==> src/rtl/dsp_pkg.sv <==
// Shared definitions for the interconnect dispatcher: AXI4 length width,
// default outstanding depth and the read-order queue entry.
package dsp_pkg;

    localparam int AXI_LEN_W           = 8;
    localparam int DEFAULT_OUTST_DEPTH = 4;
    // Widest slave index a dispatcher may use; narrower ids are zero-extended.
    localparam int MAX_SLV_ID_W        = 8;

    typedef struct packed {
        logic [MAX_SLV_ID_W-1:0] slv_id;
        logic [AXI_LEN_W-1:0]    len;
    } order_entry_t;

    function automatic order_entry_t make_entry(input logic [MAX_SLV_ID_W-1:0] slv_id,
                                                input logic [AXI_LEN_W-1:0]    len);
        order_entry_t e;
        e.slv_id = slv_id;
        e.len    = len;
        return e;
    endfunction

endpackage

==> src/rtl/dsp_order_fifo.sv <==
// Circular order queue with registered pointers/count and a combinational
// head read, so a freshly pushed entry is visible the cycle after the push.
module dsp_order_fifo
    import dsp_pkg::*;
#(
    parameter int DEPTH = DEFAULT_OUTST_DEPTH,
    parameter int CNT_W = $clog2(DEPTH + 1)
) (
    input  logic             clk,
    input  logic             rst,
    input  logic             push,
    input  order_entry_t     wdata,
    input  logic             pop,
    output order_entry_t     rdata,
    output logic             full,
    output logic             empty,
    output logic [CNT_W-1:0] count
);

    localparam int AW = $clog2(DEPTH);

    order_entry_t    mem [DEPTH];
    logic [AW:0]     wr_ptr;
    logic [AW:0]     rd_ptr;
    logic            do_push;
    logic            do_pop;

    assign full    = (count == CNT_W'(DEPTH));
    assign empty   = (count == '0);
    assign do_push = push & ~full;
    assign do_pop  = pop & ~empty;
    assign rdata   = mem[rd_ptr[AW-1:0]];

    // Storage carries no reset; stale slots are never read while empty.
    always_ff @(posedge clk) begin
        if (do_push) begin
            mem[wr_ptr[AW-1:0]] <= wdata;
        end
    end

    // DEPTH is a power of two, so plain increment wraps the index and toggles the wrap bit.
    always_ff @(posedge clk) begin
        if (rst) begin
            wr_ptr <= '0;
            rd_ptr <= '0;
            count  <= '0;
        end else begin
            if (do_push) begin
                wr_ptr <= wr_ptr + 1'b1;
            end
            if (do_pop) begin
                rd_ptr <= rd_ptr + 1'b1;
            end
            case ({do_push, do_pop})
                2'b10:   count <= count + 1'b1;
                2'b01:   count <= count - 1'b1;
                default: count <= count;
            endcase
        end
    end

endmodule

==> src/rtl/dsp_rdata_order_ctrl.sv <==
// Read-side ordering controller: queues accepted ARs in arrival order and
// steers the RDATA dispatcher to the head burst until its last beat retires it.
module dsp_rdata_order_ctrl
    import dsp_pkg::*;
#(
    parameter int SLV_AMT     = 2,
    parameter int SLV_ID_W    = $clog2(SLV_AMT),
    parameter int LEN_W       = AXI_LEN_W,
    parameter int OUTST_DEPTH = DEFAULT_OUTST_DEPTH,
    parameter int OUTST_CNT_W = $clog2(OUTST_DEPTH + 1)
) (
    input  logic                   ACLK_i,
    input  logic                   ARESET_i,
    input  logic                   m_ARVALID_i,
    input  logic [LEN_W-1:0]       m_ARLEN_i,
    input  logic [SLV_ID_W-1:0]    dec_AR_slv_id_i,
    input  logic                   s_ARREADY_i,
    output logic                   m_ARREADY_o,
    output logic                   s_ARVALID_o,
    input  logic                   dsp_R_handshake_occur_i,
    input  logic                   m_RLAST_i,
    output logic [SLV_ID_W-1:0]    dsp_AR_slv_id_o,
    output logic                   dsp_AR_disable_o,
    output logic [OUTST_CNT_W-1:0] outst_cnt_o,
    output logic                   rlast_err_o
);

    order_entry_t         push_entry;
    order_entry_t         head;
    logic                 q_full;
    logic                 q_empty;
    logic                 ar_push;
    logic                 r_valid_hs;
    logic                 last_beat;
    logic                 head_pop;
    logic [LEN_W-1:0]     beat_cnt;

    // Throttling uses the registered full flag: a pop frees a slot only from the next cycle.
    assign m_ARREADY_o = s_ARREADY_i & ~q_full;
    assign s_ARVALID_o = m_ARVALID_i & ~q_full;
    assign ar_push     = m_ARVALID_i & m_ARREADY_o;
    assign push_entry  = make_entry(MAX_SLV_ID_W'(dec_AR_slv_id_i), AXI_LEN_W'(m_ARLEN_i));

    dsp_order_fifo #(
        .DEPTH (OUTST_DEPTH),
        .CNT_W (OUTST_CNT_W)
    ) u_order_fifo (
        .clk   (ACLK_i),
        .rst   (ARESET_i),
        .push  (ar_push),
        .wdata (push_entry),
        .pop   (head_pop),
        .rdata (head),
        .full  (q_full),
        .empty (q_empty),
        .count (outst_cnt_o)
    );

    // A beat arriving with nothing outstanding is dropped and only flagged.
    assign r_valid_hs = dsp_R_handshake_occur_i & ~q_empty;
    assign last_beat  = (AXI_LEN_W'(beat_cnt) == head.len);
    assign head_pop   = r_valid_hs & last_beat;

    assign dsp_AR_slv_id_o  = q_empty ? '0 : SLV_ID_W'(head.slv_id);
    assign dsp_AR_disable_o = q_empty;

    always_ff @(posedge ACLK_i) begin
        if (ARESET_i) begin
            beat_cnt <= '0;
        end else if (r_valid_hs) begin
            beat_cnt <= last_beat ? '0 : beat_cnt + 1'b1;
        end
    end

    // Retirement follows the beat counter; RLAST is only cross-checked against it.
    always_ff @(posedge ACLK_i) begin
        if (ARESET_i) begin
            rlast_err_o <= 1'b0;
        end else if (dsp_R_handshake_occur_i &&
                     (q_empty || (m_RLAST_i != last_beat))) begin
            rlast_err_o <= 1'b1;
        end
    end

endmodule

==> config.mk <==
export PLATFORM = sky130hd
export DESIGN_NAME = dsp_rdata_order_ctrl
export DESIGN_NICKNAME = d
export VERILOG_FILES = /design/src/rtl/dsp_pkg.sv /design/src/rtl/dsp_order_fifo.sv /design/src/rtl/dsp_rdata_order_ctrl.sv
export SDC_FILE = /design/constraint.sdc
export NUM_CORES = 1
export LEC_CHECK = 0
export CORE_ASPECT_RATIO = 0.9
export CORE_MARGIN = 2
export CORE_UTILIZATION = 54
export DETAILED_ROUTE_END_ITERATION = 8
export PLACE_DENSITY = 0.77
export SYNTH_ARGS = -nofsm -noshare
export SYNTH_HDL_FRONTEND = slang
export SYNTH_HIERARCHICAL = 1
export SYNTH_SLANG_ARGS = --single-unit
==> constraint.sdc <==
create_clock -name ACLK_i -period 3.16 [get_ports ACLK_i]
set_input_delay 0.79 -clock ACLK_i [delete_from_list [all_inputs] [get_ports ACLK_i]]
set_output_delay 0.79 -clock ACLK_i [all_outputs]
set_load 0.05 [all_outputs]
==> impl.org <==
** Critical path
- Crit path max fanout :: 5
- Worst EP arrival :: 3.29 ns
- Kind of capture point of the worst setup path :: register
- Kind of critical path :: register to register
- The worst setup path is launched from a register.
- Critical path required time :: 3.39 ns

** Die
- The floorplan step defined a die boundary enclosing 4930 µm².
- Width of the die :: 73.8 µm
- The floorplan step set the die height to 66.8 µm.
- Ports placed on the boundary :: 23
- Number of standard-cell rows in the floorplan :: 22
- The initial utilization of the core area, before any placement, comes to 57.0%.
- Core area :: 4160 µm²

** Power and ir drop
- Of the total power, combinational logic draws 9.6%.
- Overall power consumption after layout is estimated at 1.27 mW.
- Internal cell power :: 0.976 mW
- The analysis attributes to cell leakage a power of 1.01 nW.
- Ratio of total power to cell area :: 435 nW/µm²
- Sequential cells account for 61.0% of the total power.
- Net switching power figure :: 0.298 mW
- Worst vdd ir :: 337 µV
- Power share of the clock group :: 29.4%
- Of the total power, the share spent switching nets is 23.4%.

** Drt
- Number of vias in the routed layout :: 1408
- Post-route DRC violation count :: 0
- In this run, the number of DRC markers left after iteration 0 of detailed routing was 60.
- For this run, the detailed router's first-pass iteration total came to 4.
- Final antenna-violating net count :: 0
- Post-detailed-routing wire length :: 4280 µm
- Dividing the detail-routed wire length by the instance count gives 16.2 µm.
- Vias/cell :: 5.31

** CTS
- After clock tree synthesis, the flow added hold-fix buffers numbering 0.
- Cell chosen for the clock root :: sky130_fd_sc_hd__clkbuf_8
- In this run, CTS created clock tree buffers numbering 5.
- Counting along the longest clock path gives a buffer depth of 2.
- TritonCTS built the clock tree.
- Number of clock sinks seen by CTS :: 54
- The H-tree was split into 2 levels.
- After clock tree synthesis, the clock-pin slew on the worst setup and hold paths is 0.09 ns.
- Clock latency on the worst-skew pair :: 0.30 ns

** Layout
- The multi-input combinational cells in the finished layout cover a total of 918 µm².
- Post-layout nets :: 226
- Post-route standard cell area excluding fillers :: 2930 µm²
- Storage element area :: 1450 µm²
- Filler Cells Inserted :: 269
- The area growth from synthesis to layout is 23.7%.
- The repair_antennas step left the layout with diodes totalling 0.
- The post-route netlist has 27.3% of its cells at a drive strength greater than 1.

** STA
- Between clock sinks in the finished design, the worst skew comes to 0.00769 ns.
- Fin crit share :: 97.0%
- The worst path meets setup with 0.0961 ns of slack.
- RSZ-0062 raised after global routing :: true
- Finish-stage setup viols :: 0
- Upper clock frequency limit :: 326 MHz
- Setup_tns :: 0 ns
- The final count of hold timing violations was 0.
- After layout, the minimum clock period comes to 3.06 ns.
- The worst pin sits at a relative slew slack of 66.7%.
- Pins over their slew limit :: 0
- Slew at the pin with the worst max-slew slack :: 0.498 ns
- On the final layout, the worst hold slack is 0.528 ns.

** Place
- After legalization and detailed placement, the total HPWL measured 2860 µm.
- Placer's final routability congestion estimate :: 0.797
- Placement-stage cell area :: 2680 µm²
- Count of input and output buffers :: 22
- Pre-CTS WS :: -0.0828 ns

** Worst hold path
- Worst min-delay path category :: register to register

** Synthesis
- Mean instance size in the synthesized netlist :: 14.4 µm²
- Number of instances in the synthesized netlist :: 164
- Post-Syn Nets :: 186
- Cell area after technology mapping :: 2370 µm²
- Yosys warning count :: 6

** GRT
- GRT Overall Usage :: 18.9%
- Global-route wire length before repair :: 6780 µm
- The via count of the first global-routing pass is 1405.
- The initial antenna violation count was 0.
- Summed over all layers, the global routing overflow is 0.
- Entering global routing, the biggest net connects 18 pins.

** Flow run
- The tool flagged a number of max-cap violations equal to 0.

** Outcome
- The flow ran to the end, and the final reports show no timing, DRC or antenna violations.
==> power groups by stage <==
| stage | Sequential (mW) | Clock [mW] | Combinational, mW |
|---|---|---|---|
| floorplan | 0.801 | 0 | 0.0592 |
| global placement | 0.792 | 0 | 0.112 |
| detailed placement | 0.794 | 0 | 0.116 |
| CTS | 0.777 | 0.382 | 0.120 |
| global route | 0.779 | 0.413 | 0.132 |
| finish | 0.778 | 0.374 | 0.123 |
==> critical path: stages (launching register included) <==
cell and delay, ns:
sky130_fd_sc_hd__dfxtp_4 0.40, sky130_fd_sc_hd__buf_12 0.13, sky130_fd_sc_hd__mux4_2 0.52, sky130_fd_sc_hd__xnor2_2 0.15, sky130_fd_sc_hd__nand4_2 0.13, sky130_fd_sc_hd__or2_4 0.28, sky130_fd_sc_hd__nor2_4 0.10, sky130_fd_sc_hd__o31ai_2 0.08
sky130_fd_sc_hd__inv_1 0.07, sky130_fd_sc_hd__ha_2 0.18, sky130_fd_sc_hd__inv_2 0.04, sky130_fd_sc_hd__fa_2 0.33, sky130_fd_sc_hd__xor2_1 0.16, sky130_fd_sc_hd__or3_1 0.31, sky130_fd_sc_hd__a21oi_1 0.12
==> cell type report <==
class	count	area share (%)
clock buffers	5	2.35
clock inverters	3	0.726
inverters	9	1.15
multi-input cells	96	31.3
flip-flops and latches	54	49.3
well taps	60	2.56
repair buffers	38	12.6
==> per-layer routing <==
layer / global-route usage, % / wire length (µm)
met4: 3.64 / 13
met5: 0 / 0
met2: 33.9 / 2230
met1: 23.2 / 1840
met3: 4.69 / 198
==> repair_timing <==
action	in CTS	in global routing
buffers inserted	8	1
cloned	1	0
pin swaps	8	5
resized for setup	15	7
setup endpoints to repair	1	4
==> per-stage QoR <==
stage | cells | util (%)
floorplan | 164 | -
global placement | 247 | 64.4
detailed placement | 247 | 64.4
CTS | 264 | 69.4
global route | 265 | 70.5
finish | 265 | 70.5
==> sequential cells by signal, summed over array words and instances, names as in the netlist, named ones only <==
register             count
u_order_fifo/rd_ptr      2
beat_cnt                 8
u_order_fifo/wr_ptr      2
rlast_err_o              1
u_order_fifo/count       3
u_order_fifo/mem        36
==> placed cells by master (no fill, tap or decap), drive strengths merged <==
master	instances
dfxtp	18
nor2	16
nor3	3
nand2b	1
and3	1
fa	1
xnor2	9
or2	1
clkbuf	5
o21ai	4
nor3b	1
o31ai	2
mux4	9
buf	18
and2	5
nor2b	4
clkdlybuf4s50	20
edfxtp	36
inv	9
a2111oi	1
xor2	9
and4b	1
clkinv	3
a21oi	6
or3	3
ha	6
nand2	6
nand4	6
nand3b	1
==> final timing paths <==
| check | depth (start not counted) | to | slack, ns | from |
|---|---|---|---|---|
| hold / removal | 2 | u_order_fifo/wr_ptr[1] | 0.53 | u_order_fifo/wr_ptr[1] |
| setup reg to reg | 14 | u_order_fifo/count[2] | 0.1 | register |
| hold reg to reg | 2 | u_order_fifo/wr_ptr[1] | 0.53 | u_order_fifo/wr_ptr[1] |
| setup / recovery | 14 | u_order_fifo/count[2] | 0.1 | register |
No activity file was read; power rests on OpenSTA's default activity.
